### src/rtl/pd_aux_cal_ctrl_pkg.sv
// Shared state encoding and default tuning for the auxiliary PD offset calibration.
package pd_aux_cal_pkg;

  typedef enum logic [2:0] {
    ST_IDLE   = 3'd0,
    ST_PRESET = 3'd1,
    ST_RUN    = 3'd2,
    ST_DONE   = 3'd3,
    ST_FAIL   = 3'd4
  } cal_state_e;

  localparam int NADC_DEF    = 8;
  localparam int NCNTR_DEF   = 8;
  localparam int NWIN_DEF    = 8;
  localparam int TOL_DEF     = 2;
  localparam int MAX_WIN_DEF = 16;

endpackage

### src/rtl/pd_aux_cal_ctrl_if.sv
// Control/status bundle between the calibration sequencer and the auxiliary PD.
interface pd_aux_cal_ctrl_if #(
  parameter int Nadc = 8
);
  logic                   start;
  logic                   abort;
  logic signed [Nadc-1:0] init_offset;
  logic signed [Nadc-1:0] pd_offset;
  logic                   pd_en;
  logic signed [Nadc-1:0] pd_offset_ext;
  logic                   busy;
  logic                   done;
  logic                   fail;

  modport master (
    output start, abort, init_offset, pd_offset,
    input  pd_en, pd_offset_ext, busy, done, fail
  );

  modport slave (
    input  start, abort, init_offset, pd_offset,
    output pd_en, pd_offset_ext, busy, done, fail
  );
endinterface

### src/rtl/pd_aux_cal_ctrl_window.sv
// Signed min/max tracker over one convergence window; min/max/spread/mid include the
// sample presented this cycle so the window can be judged on its last sample.
module pd_offset_window #(
  parameter int Nadc = 8
) (
  input  logic                   clk,
  input  logic                   rst,
  input  logic                   clr,
  input  logic                   sample,
  input  logic signed [Nadc-1:0] din,
  output logic signed [Nadc-1:0] min,
  output logic signed [Nadc-1:0] max,
  output logic        [Nadc:0]   spread,
  output logic signed [Nadc-1:0] mid
);

  logic signed [Nadc-1:0] min_r;
  logic signed [Nadc-1:0] max_r;
  logic                   valid_r;
  logic signed [Nadc:0]   min_x_s;
  logic signed [Nadc:0]   max_x_s;
  logic signed [Nadc:0]   diff_s;
  logic signed [Nadc:0]   sum_s;

  // Extremes including the current sample; the first sample of a window seeds both
  always_comb begin
    min = min_r;
    max = max_r;
    if (sample) begin
      if (!valid_r || (din < min_r)) begin
        min = din;
      end else begin
        min = min_r;
      end
      if (!valid_r || (din > max_r)) begin
        max = din;
      end else begin
        max = max_r;
      end
    end else begin
      min = min_r;
      max = max_r;
    end
  end

  // One extra bit keeps max-min and min+max free of overflow
  assign min_x_s = {min[Nadc-1], min};
  assign max_x_s = {max[Nadc-1], max};
  assign diff_s  = max_x_s - min_x_s;
  assign sum_s   = max_x_s + min_x_s;
  assign spread  = diff_s;
  assign mid     = sum_s[Nadc:1];

  // Window state register; clr wins over a coincident sample
  always_ff @(posedge clk) begin
    if (rst || clr) begin
      valid_r <= 1'b0;
      min_r   <= {Nadc{1'b0}};
      max_r   <= {Nadc{1'b0}};
    end else if (sample) begin
      valid_r <= 1'b1;
      min_r   <= min;
      max_r   <= max;
    end
  end

endmodule

### src/rtl/pd_aux_cal_ctrl.sv
// Offset calibration sequencer for the auxiliary phase detector.
// Build option PD_AUX_CAL_TRACK_EN: DONE periodically re-runs calibration from the current offset.
module pd_aux_cal_ctrl
  import pd_aux_cal_pkg::*;
#(
  parameter int Nadc    = NADC_DEF,
  parameter int Ncntr   = NCNTR_DEF,
  parameter int Nwin    = NWIN_DEF,
  parameter int TOL     = TOL_DEF,
  parameter int MAX_WIN = MAX_WIN_DEF
) (
  input logic              clk,
  input logic              rst,
  pd_aux_cal_ctrl_if.slave cal
);

  localparam int WCW = $clog2(MAX_WIN + 1);
  localparam int SCW = $clog2(Nwin + 1);

  cal_state_e             state_r;
  cal_state_e             state_nxt_s;
  logic [Ncntr-1:0]       ep_cnt_r;
  logic [1:0]             epoch_idx_r;
  logic [WCW-1:0]         win_cnt_r;
  logic [SCW-1:0]         smp_cnt_r;
  logic                   pd_en_r;
  logic                   busy_r;
  logic                   done_r;
  logic                   fail_r;
  logic signed [Nadc-1:0] ext_r;
  logic signed [Nadc-1:0] ext_nxt_s;
  logic signed [Nadc-1:0] win_min_s;
  logic signed [Nadc-1:0] win_max_s;
  logic signed [Nadc-1:0] win_mid_s;
  logic        [Nadc:0]   win_spread_s;
  logic                   sample_s;
  logic                   win_end_s;
  logic                   conv_s;
  logic                   max_hit_s;
  logic                   restart_s;
  logic                   win_clr_s;
  logic                   trk_exp_s;

  // Startup epoch and first update epoch are skipped before sampling begins
  assign sample_s  = (state_r == ST_RUN) && (ep_cnt_r == {Ncntr{1'b0}}) && (epoch_idx_r >= 2'd2);
  assign win_end_s = sample_s && (smp_cnt_r == SCW'(Nwin - 1));
  assign conv_s    = (win_max_s >= win_min_s) && (win_spread_s <= (Nadc + 1)'(TOL));
  assign max_hit_s = ((win_cnt_r + 1'b1) == WCW'(MAX_WIN));
  assign win_clr_s = restart_s || (win_end_s && !conv_s);

  pd_offset_window #(
    .Nadc (Nadc)
  ) u_win (
    .clk    (clk),
    .rst    (rst),
    .clr    (win_clr_s),
    .sample (sample_s),
    .din    (cal.pd_offset),
    .min    (win_min_s),
    .max    (win_max_s),
    .spread (win_spread_s),
    .mid    (win_mid_s)
  );

`ifdef PD_AUX_CAL_TRACK_EN
  logic [Ncntr+3:0] trk_tmr_r;

  // Idle timer that only runs while parked in DONE
  always_ff @(posedge clk) begin
    if (rst) begin
      trk_tmr_r <= {(Ncntr + 4){1'b0}};
    end else if (state_r == ST_DONE) begin
      trk_tmr_r <= trk_tmr_r + 1'b1;
    end else begin
      trk_tmr_r <= {(Ncntr + 4){1'b0}};
    end
  end

  assign trk_exp_s = (state_r == ST_DONE) && (trk_tmr_r == {(Ncntr + 4){1'b1}});
`else
  assign trk_exp_s = 1'b0;
`endif

  // Next state and next external offset; abort overrides everything but rst
  always_comb begin
    state_nxt_s = state_r;
    ext_nxt_s   = ext_r;
    restart_s   = 1'b0;
    if (cal.abort) begin
      state_nxt_s = ST_IDLE;
    end else begin
      case (state_r)
        ST_IDLE, ST_FAIL: begin
          if (cal.start) begin
            state_nxt_s = ST_PRESET;
            ext_nxt_s   = cal.init_offset;
            restart_s   = 1'b1;
          end else begin
            state_nxt_s = state_r;
          end
        end
        ST_PRESET: begin
          state_nxt_s = ST_RUN;
        end
        ST_RUN: begin
          if (win_end_s && conv_s) begin
            state_nxt_s = ST_DONE;
            ext_nxt_s   = win_mid_s;
          end else if (win_end_s && max_hit_s) begin
            state_nxt_s = ST_FAIL;
            ext_nxt_s   = cal.pd_offset;
          end else begin
            state_nxt_s = ST_RUN;
          end
        end
        ST_DONE: begin
          if (cal.start) begin
            state_nxt_s = ST_PRESET;
            ext_nxt_s   = cal.init_offset;
            restart_s   = 1'b1;
          end else if (trk_exp_s) begin
            state_nxt_s = ST_PRESET;
            restart_s   = 1'b1;
          end else begin
            state_nxt_s = ST_DONE;
          end
        end
        default: begin
          state_nxt_s = ST_IDLE;
        end
      endcase
    end
  end

  // State register
  always_ff @(posedge clk) begin
    if (rst) begin
      state_r <= ST_IDLE;
    end else begin
      state_r <= state_nxt_s;
    end
  end

  // Registered outputs decoded from the next state
  always_ff @(posedge clk) begin
    if (rst) begin
      pd_en_r <= 1'b0;
      busy_r  <= 1'b0;
      done_r  <= 1'b0;
      fail_r  <= 1'b0;
      ext_r   <= {Nadc{1'b0}};
    end else begin
      pd_en_r <= (state_nxt_s == ST_RUN);
      busy_r  <= (state_nxt_s == ST_PRESET) || (state_nxt_s == ST_RUN);
      done_r  <= (state_nxt_s == ST_DONE);
      fail_r  <= (state_nxt_s == ST_FAIL);
      ext_r   <= ext_nxt_s;
    end
  end

  // Epoch, sample and window bookkeeping; PRESET always precedes RUN, so it clears the epoch counters
  always_ff @(posedge clk) begin
    if (rst) begin
      ep_cnt_r    <= {Ncntr{1'b0}};
      epoch_idx_r <= 2'd0;
      win_cnt_r   <= {WCW{1'b0}};
      smp_cnt_r   <= {SCW{1'b0}};
    end else begin
      if (state_r == ST_PRESET) begin
        ep_cnt_r    <= {Ncntr{1'b0}};
        epoch_idx_r <= 2'd0;
      end else if (state_r == ST_RUN) begin
        ep_cnt_r <= ep_cnt_r + 1'b1;
        if ((ep_cnt_r == {Ncntr{1'b1}}) && (epoch_idx_r != 2'd3)) begin
          epoch_idx_r <= epoch_idx_r + 2'd1;
        end
      end
      if (restart_s) begin
        win_cnt_r <= {WCW{1'b0}};
        smp_cnt_r <= {SCW{1'b0}};
      end else if (win_end_s) begin
        smp_cnt_r <= {SCW{1'b0}};
        if (!conv_s) begin
          win_cnt_r <= win_cnt_r + 1'b1;
        end
      end else if (sample_s) begin
        smp_cnt_r <= smp_cnt_r + 1'b1;
      end
    end
  end

  assign cal.pd_en         = pd_en_r;
  assign cal.busy          = busy_r;
  assign cal.done          = done_r;
  assign cal.fail          = fail_r;
  assign cal.pd_offset_ext = ext_r;

endmodule
### src/flat_wrapper.sv
// flat-port wrapper written by rule: the top's interface ports become plain ports
module pd_aux_cal_ctrl_flat import pd_aux_cal_pkg::*;
#(
  parameter int Nadc    = NADC_DEF,
  parameter int Ncntr   = NCNTR_DEF,
  parameter int Nwin    = NWIN_DEF,
  parameter int TOL     = TOL_DEF,
  parameter int MAX_WIN = MAX_WIN_DEF
)
  (clk, rst, cal_start, cal_abort, cal_init_offset, cal_pd_offset, cal_pd_en, cal_pd_offset_ext, cal_busy, cal_done, cal_fail);
  pd_aux_cal_ctrl_if #(.Nadc(Nadc)) cal_i ();
  input logic clk;
  input logic rst;
  input wire logic [$bits(cal_i.start)-1:0] cal_start;
  input wire logic [$bits(cal_i.abort)-1:0] cal_abort;
  input wire logic [$bits(cal_i.init_offset)-1:0] cal_init_offset;
  input wire logic [$bits(cal_i.pd_offset)-1:0] cal_pd_offset;
  output wire logic [$bits(cal_i.pd_en)-1:0] cal_pd_en;
  output wire logic [$bits(cal_i.pd_offset_ext)-1:0] cal_pd_offset_ext;
  output wire logic [$bits(cal_i.busy)-1:0] cal_busy;
  output wire logic [$bits(cal_i.done)-1:0] cal_done;
  output wire logic [$bits(cal_i.fail)-1:0] cal_fail;
  assign cal_i.start = cal_start;
  assign cal_i.abort = cal_abort;
  assign cal_i.init_offset = cal_init_offset;
  assign cal_i.pd_offset = cal_pd_offset;
  assign cal_pd_en = cal_i.pd_en;
  assign cal_pd_offset_ext = cal_i.pd_offset_ext;
  assign cal_busy = cal_i.busy;
  assign cal_done = cal_i.done;
  assign cal_fail = cal_i.fail;
  pd_aux_cal_ctrl #(.Nadc(Nadc), .Ncntr(Ncntr), .Nwin(Nwin), .TOL(TOL), .MAX_WIN(MAX_WIN)) u_core (.clk(clk), .rst(rst), .cal(cal_i));
endmodule
### config.mk
export PLATFORM = sky130hd
export DESIGN_NAME = pd_aux_cal_ctrl_flat
export DESIGN_NICKNAME = d
export VERILOG_FILES = /design/src/rtl/pd_aux_cal_ctrl_pkg.sv /design/src/rtl/pd_aux_cal_ctrl_if.sv /design/src/rtl/pd_aux_cal_ctrl_window.sv /design/src/rtl/pd_aux_cal_ctrl.sv /design/src/flat_wrapper.sv
export SDC_FILE = /design/constraint.sdc
export NUM_CORES = 1
export LEC_CHECK = 0
export BUFFER_PORTS_ARGS = -buffer_cell sky130_fd_sc_hd__buf_2
export CAP_MARGIN = 10
export CORE_ASPECT_RATIO = 0.8
export CORE_MARGIN = 4
export CORE_UTILIZATION = 50
export DETAILED_ROUTE_END_ITERATION = 10
export GPL_TIMING_DRIVEN = 0
export PLACE_DENSITY = 0.69
export SETUP_SLACK_MARGIN = 0.05
export SLEW_MARGIN = 30
export SYNTH_ARGS = -nofsm -noshare
export SYNTH_HDL_FRONTEND = slang
export SYNTH_HIERARCHICAL = 1
export SYNTH_SLANG_ARGS = --single-unit
### constraint.sdc
create_clock -name clk -period 7.9 [get_ports clk]
set_input_delay 0.395 -clock clk [delete_from_list [all_inputs] [get_ports clk]]
set_output_delay 0.395 -clock clk [all_outputs]
set_load 0.05 [all_outputs]
==> results.md, run 1 <==
- Worst-case reg-to-reg path depth: 28
- Die Width: around 110 um
- Count of different cell masters after synthesis: between 60 and 70
- Multiplexer fraction of the synthesized cell area: 0.0318
- P_leak: ~1.8 nW
- Power density over the cells: between 100 and 150 nW/um^2
- Buf/Inv on CP: 7
- TritonCTS clock tree: done
- Maximum fanout count along the critical path: 10
- R2R Setup Slk: 1.12 ns
- Classification of the worst setup path: flop to flop
- Cells after synthesis: between 400 and 500
- Fin Clk Skew: around 0.016 ns
- Wire length the detailed router placed on met1: between 4000 and 5000 um
- Inserted Clock Buffers: 5
- Post-synth ARST share: 0
- Number of failing hold endpoints at the final stage: 0
- Share of the yosys chip area belonging to registers: 0.267
- Period minus WS final: a little under 7 ns
- Worst-Skew Late Latency: 0.32 ns
- Initial DRC Count: approximately 220
- Total negative slack for setup checks: 0 ns
- Fin crit share: 0.858
- Count of placed standard cells in the final layout, fillers left out: 600
- Total overflow reported by the global router: 0
- Area grow syn2layout: 10.4%
- Critical R2R Launch: u_core/state_r[0]
- Wire length on met2: around 3700 um
- # rows: 28
- Data arrival time of the critical path: 7.02 ns
- Number of gates resized after cts: 0
- Number of max-slew violations in the final report: 0
- Num Clock Sinks: 51
- Fraction of the mapped netlist area in compound gates: 0.208
- Setup crit end kind: flop
- Antenna violations before repair: 0
- Destination of the worst register-to-register timing path: u_core/u_win/min_r[6]
- Half-perimeter wire length of the detailed placement result: 6990 um
- Highest signal layer in the routed design: met4
- Relative slew slack: 0.584
- Antenna diode count: 0
- Tot GR Track Use: 0.200
- CP max-delay cell: sky130_fd_sc_hd__nor3b_4
- Maximum buffer depth of the clock tree: 2
- Core region area: roughly 7400 um^2
- Setup repair after global routing missed its margin: false
- Count of flip-flops with a built-in enable after synthesis: 0
- Mean routed wirelength per cell: 14.4 um
- Wire length of the first global-routing pass: approximately 15000 um
- Most instantiated flip-flop cell in the synthesis netlist: sky130_fd_sc_hd__dfxtp_1
- Total number of vias: roughly 3200
- Total of hold buffers inserted after clock tree synthesis: 0
- Average size of a mapped cell: approximately 8.4 um^2
- Required time at the endpoint of the critical path: a little over 8 ns
- Detailed-route DRC error count: 0
- Count of pins on the block boundary: 32
- Met3 WL post-DR: 331 um
- Area share of and/or/nand/nor cells after synthesis: 0.204
- Height of the die: ~86 um
- Weighted congestion at the end of routability-driven global placement: slightly below 0.9
- Path class of the lowest-slack min-delay path: input pin to flop
- Count of TritonRoute iterations in the first routing pass: 5
- Achievable Freq: approximately 150 MHz
- Layout cells sized above 1: 0.156
- Final setup violation count: 0
- Count of nets after finishing: 561
- Cell at the root of the clock tree: sky130_fd_sc_hd__clkbuf_8
- Xor and xnor fraction of the mapped netlist area: 0.0550
- Per-cell via count in the routed design: 5.33
- Number of cells on the worst hold path: 4
- Highest cell delay on the worst timing path: ~0.46 ns
- Port Buffer Count: 30
- Outcome: complete, no violations
- Initial Util: 0.514
- Pin count of the biggest net entering global routing: 18
- Largest family of logic cells by synthesized area: compound AO/OA/AOI/OAI gates
- Synthesized-area fraction occupied by adder cells: 0.158
- Total number of H-tree levels: 2
- Antenna Nets Post-Route: 0
- Number of max-cap violations: 0
- Cell family contributing the most delay on the critical path: compound AO/OA/AOI/OAI gates
- Flop and latch count out of synthesis: 51
- Slew of the pin with the lowest slew margin: around 0.62 ns
- Final wirelength: roughly 8600 um
- Net count after synthesis: roughly 520
- Register clock-pin slew on the reported worst setup and hold paths: roughly 0.11 ns
- Maximum vdd drop: between 0.00008 and 0.00009 V
- Netlist Area Pre-Place: 3820 um^2
- Critical Path Start Type: flop
- Launch point of the worst hold path: cal_init_offset[2]
- Placed insts: ~590
- Setup bufs post-CTS: 0
- Via count of the first global-routing pass: 3063
- Hold path endpoint: u_core/cal.pd_offset_ext[2]
- Die area: 9110 um^2
- Synth warn: 6
## registers in the layout, indices dropped and copies added, names as in the netlist
signal	flops
u_core/cal.busy	1
u_core/cal.done	1
u_core/cal.fail	1
u_core/cal.pd_en	1
u_core/cal.pd_offset_ext	8
u_core/ep_cnt_r	8
u_core/epoch_idx_r	2
u_core/smp_cnt_r	4
u_core/state_r	3
u_core/u_win/max_r	8
u_core/u_win/min_r	8
u_core/u_win/valid_r	1
u_core/win_cnt_r	5
## worst reg2reg max path, delay by kind of cell, from the launching register on
| family | cells | cell delay, ns |
|---|---|---|
| and+or+nand+nor | 7 | 1.39 |
| xor gates and xnor gates | 1 | 0.13 |
| DFF | 1 | 0.32 |
| buffers and inverters | 7 | 1.45 |
| adders and majority gates | 1 | 0.44 |
| AOI/OAI and AO/OA | 12 | 2.98 |
## metrics by stage
| step | area [um^2] | utilization | hold WS, ns | power (mW) | setup WS [ns] |
|---|---|---|---|---|---|
| after CTS | 4220 | 0.568 | 0.402 | 0.512 | 1.15 |
| after detailed placement | 4100 | 0.552 | 0.462 | 0.323 | 1.22 |
| final | 4220 | 0.568 | 0.403 | 0.506 | 1.12 |
| after global placement | 4100 | 0.552 | 0.466 | 0.323 | 1.33 |
| after floorplan | 3820 | - | 0.454 | 0.305 | 2.39 |
| after global routing | 4220 | 0.568 | 0.412 | 0.532 | 0.447 |
## final cells by class
type / instances / area (um^2)
sequential: 51 / 1020
multi-input combinational: 334 / 2510
timing repair buffer: 30 / 150
fill: 702 / 3210
clock buffer: 5 / 68.8
buffer: 13 / 71.3
tap: 105 / 131
clock inverter: 3 / 46.3
inverter: 59 / 221
## metal layers
metal	vias up	global-route usage
met5	-	0
met4	0	0.0506
met3	6	0.0328
met2	54	0.301
met1	1474	0.299
li1	1661	-
## cell families (layout without fill, tap and decap cells)
kind of cell               count (synthesis)  count (layout)
muxes                                     11              11
xor gates and xnor gates                  24              24
buffers and inverters                     72             110
adders and majority gates                 47              47
AOI/OAI and AO/OA                        101             101
DFF                                       51              51
and+or+nand+nor                          151             151
## how the worst max path moves through the flow
stage,from,to,slack [ns],cells past startpoint
after floorplan,u_core/state_r[0],u_core/u_win/max_r[0],2.39,28
after global placement,u_core/state_r[0],u_core/u_win/max_r[1],1.33,28
after detailed placement,u_core/state_r[0],u_core/u_win/max_r[1],1.22,28
after CTS,u_core/state_r[0],u_core/u_win/min_r[6],1.15,28
after global routing,u_core/state_r[0],u_core/u_win/min_r[6],0.45,28
final,u_core/state_r[0],u_core/u_win/min_r[6],1.12,28
## power by group
part | internal, mW | total, mW | switching (mW)
clock network | 0.0955 | 0.189 | 0.0930
registers | 0.260 | 0.262 | 0.00176
logic | 0.0187 | 0.0556 | 0.0368
## synth_stat cells, types with 3 or more instances
cell                       instances  area [um^2]
sky130_fd_sc_hd__nor3_1            7         35.0
sky130_fd_sc_hd__nor2_1           55          206
sky130_fd_sc_hd__nand3_1           5         25.0
sky130_fd_sc_hd__o21ai_0          13         65.1
sky130_fd_sc_hd__nand2_1          38          143
sky130_fd_sc_hd__clkbuf_1         10         37.5
sky130_fd_sc_hd__inv_1            59          221
sky130_fd_sc_hd__xor2_1            8         70.1
sky130_fd_sc_hd__a21oi_1          24          120
sky130_fd_sc_hd__mux2_2            6         67.6
sky130_fd_sc_hd__mux2i_1           4         40.0
sky130_fd_sc_hd__a21o_1            3         22.5
sky130_fd_sc_hd__nand2b_1          4         25.0
sky130_fd_sc_hd__o211ai_1         19          143
sky130_fd_sc_hd__nand4_1           9         56.3
sky130_fd_sc_hd__or2_2             4         25.0
sky130_fd_sc_hd__xnor2_1          16          140
sky130_fd_sc_hd__nor2b_1          10         62.6
sky130_fd_sc_hd__a22o_1            8         70.1
sky130_fd_sc_hd__buf_6             3         33.8
sky130_fd_sc_hd__ha_1             45          563
sky130_fd_sc_hd__dfxtp_1          51         1020
sky130_fd_sc_hd__a31o_2            4         35.0
## layout by cell type (no fill, tap or decap), types with 5 or more instances in the layout
master / count
sky130_fd_sc_hd__a22o_1: 8
sky130_fd_sc_hd__inv_1: 59
sky130_fd_sc_hd__nor2_1: 55
sky130_fd_sc_hd__nor2b_1: 10
sky130_fd_sc_hd__xor2_1: 8
sky130_fd_sc_hd__buf_2: 30
sky130_fd_sc_hd__nor3_1: 7
sky130_fd_sc_hd__nand4_1: 9
sky130_fd_sc_hd__ha_1: 45
sky130_fd_sc_hd__mux2_2: 6
sky130_fd_sc_hd__o211ai_1: 19
sky130_fd_sc_hd__xnor2_1: 16
sky130_fd_sc_hd__nand2_1: 38
sky130_fd_sc_hd__o21ai_0: 13
sky130_fd_sc_hd__nand3_1: 5
sky130_fd_sc_hd__a21oi_1: 24
sky130_fd_sc_hd__clkbuf_8: 5
sky130_fd_sc_hd__clkbuf_1: 10
sky130_fd_sc_hd__dfxtp_1: 51
Power figures use the tool's default switching activity.
==> run 2: changes to the inputs <==
- CORE_UTILIZATION: 50 -> 27
- PLACE_DENSITY: 0.69 -> default
- PLACE_DENSITY_LB_ADDON: default -> 0.2
==> run 2 against run 1 <==
Compared with the run above: utilization decreased by 25 points; critical path depth unchanged; global-route usage decreased by 7.3 points; total power increased by 13%; critical endpoint is now u_core/u_win/min_r[1]; sequential power about the same; highest routed layer unchanged; combinational power increased by 3%; register-to-register slack about the same; largest power group unchanged; clock power increased by 34%.
==> results.md, run 2 (same netlist as run 1, synthesis figures left out) <==
- Outcome: complete, no violations
- Total number of vias: ~3200
- # rows: 38
- Number of gates resized after cts: 0
- Number of max-cap violations: 0
- Layout cells sized above 1: 0.156
- Worst-Skew Late Latency: between 0.2 and 0.3 ns
- Setup repair after global routing missed its margin: false
- Final setup violation count: 0
- Antenna violations before repair: 0
- Classification of the worst setup path: flop to flop
- R2R Setup Slk: between 1 and 1.5 ns
- Fin util: 0.319
- Path class of the lowest-slack min-delay path: input pin to flop
- Count of TritonRoute iterations in the first routing pass: 4
- Weighted congestion at the end of routability-driven global placement: 0.883
- Count of placed standard cells in the final layout, fillers left out: slightly below 700
- Fillers: 1443
- Mean routed wirelength per cell: ~14 um
- Half-perimeter wire length of the detailed placement result: between 7000 and 8000 um
- Core region area: 13700 um^2
- Total negative slack for setup checks: 0 ns
- Wire length of the first global-routing pass: ~16000 um
- Via count of the first global-routing pass: 3213
- Total of hold buffers inserted after clock tree synthesis: 0
- Highest cell delay on the worst timing path: approximately 0.48 ns
- Tot GR Track Use: 0.128
- Leading cell type in the layout, fill and taps excluded: sky130_fd_sc_hd__inv_1
- Maximum buffer depth of the clock tree: 2
- Critical Path Start Type: flop
- CP max-delay cell: sky130_fd_sc_hd__nor3b_4
- Power after layout: ~0.57 mW
- Achievable Freq: approximately 150 MHz
- Final Cell Area: 4370 um^2
- Setup crit end kind: flop
- Setup bufs post-CTS: 0
- Antenna diode count: 0
- Antenna Nets Post-Route: 0
- Fin Clk Skew: between 0.005 and 0.006 ns
- Period minus WS final: approximately 6.8 ns
- Data arrival time of the critical path: approximately 7 ns
- Die Width: ~140 um
- Register clock-pin slew on the reported worst setup and hold paths: 0.07 ns
- Inserted Clock Buffers: 5
- P_leak: about 1.8 nW
- Count of pins on the block boundary: 32
- Die area: ~16000 um^2
- Slew of the pin with the lowest slew margin: roughly 0.69 ns
- Maximum fanout count along the critical path: 10
- Commonest cells after routing, fill and taps aside: 59 x sky130_fd_sc_hd__inv_1, 55 x sky130_fd_sc_hd__nor2_1, 51 x sky130_fd_sc_hd__dfxtp_1, 45 x sky130_fd_sc_hd__ha_1, 38 x sky130_fd_sc_hd__nand2_1
- Fin crit share: 0.856
- Per-cell via count in the routed design: around 4.7
- Count of nets after finishing: between 500 and 600
- Pin count of the biggest net entering global routing: 16
- Area grow syn2layout: 14.4%
- Total overflow reported by the global router: 0
- Power density over the cells: between 100 and 150 nW/um^2
- Required time at the endpoint of the critical path: slightly above 8 ns
- Number of failing hold endpoints at the final stage: 0
- Placed cell areas: 4200 um^2
- Maximum vdd drop: about 0.00010 V
- Final wirelength: 9730 um
- Initial Util: 0.279
- Num Clock Sinks: between 50 and 60
- Relative slew slack: 0.539
- Initial DRC Count: approximately 280
- Detailed-route DRC error count: 0
- TritonCTS clock tree: done
- Number of max-slew violations in the final report: 0
- Cell at the root of the clock tree: sky130_fd_sc_hd__clkbuf_16
- Placed insts: about 670
- Height of the die: 114 um
- Total number of H-tree levels: 2
- Port Buffer Count: 30
## run 2: changes by cell type in the layout (fill, tap and decap cells not counted), sizes merged
cell,change
clkbuf,+1
clkinv,+1
clkinvlp,-1
inv,-1
## run 2: worst paths after layout
kind / startpoint / endpoint / cells past startpoint
max: u_core/state_r[0] / u_core/u_win/min_r[1] / 28
max reg2reg: u_core/state_r[0] / u_core/u_win/min_r[1] / 28
min reg2reg: u_core/cal.pd_offset_ext[1] / u_core/cal.pd_offset_ext[1] / 1
min: cal_init_offset[3] / u_core/cal.pd_offset_ext[3] / 4
## run 2: critical path, delay by kind of cell (launching register included)
family / cells / cell delay [ns]
compound gates: 12 / 2.71
flops: 1 / 0.31
simple gates: 8 / 1.70
fa+ha+maj: 1 / 0.45
buf+inv: 7 / 1.51
## run 2: routing by layer
layer  wire length, um  track usage
met5                 0            0
met4               119       0.0368
met3               331       0.0280
met2              3980        0.192
met1              5300        0.183
## run 2: stage by stage
stage	hold slack (ns)	setup WS, ns
final	0.437	1.14
after global routing	0.460	0.339
after CTS	0.427	1.06
after detailed placement	0.471	1.11
after global placement	0.466	1.09
after floorplan	0.454	2.39
## run 2: layout make-up
type,count,area (um^2),area share
Timing Repair Buffer,30,150,0.0344
Inverter,59,221,0.0507
Tap cell,180,225,0.0515
Buffer,13,71.3,0.0163
Multi-Input combinational cell,334,2510,0.574
Clock buffer,6,139,0.0318
Clock inverter,2,35.0,0.00802
Sequential cell,51,1020,0.234
## run 2: power breakdown
part           total (mW)  switching [mW]  internal [mW]
clock               0.254          0.0961          0.158
sequential          0.262         0.00198          0.260
combinational      0.0573          0.0385         0.0188
total               0.573           0.137          0.437
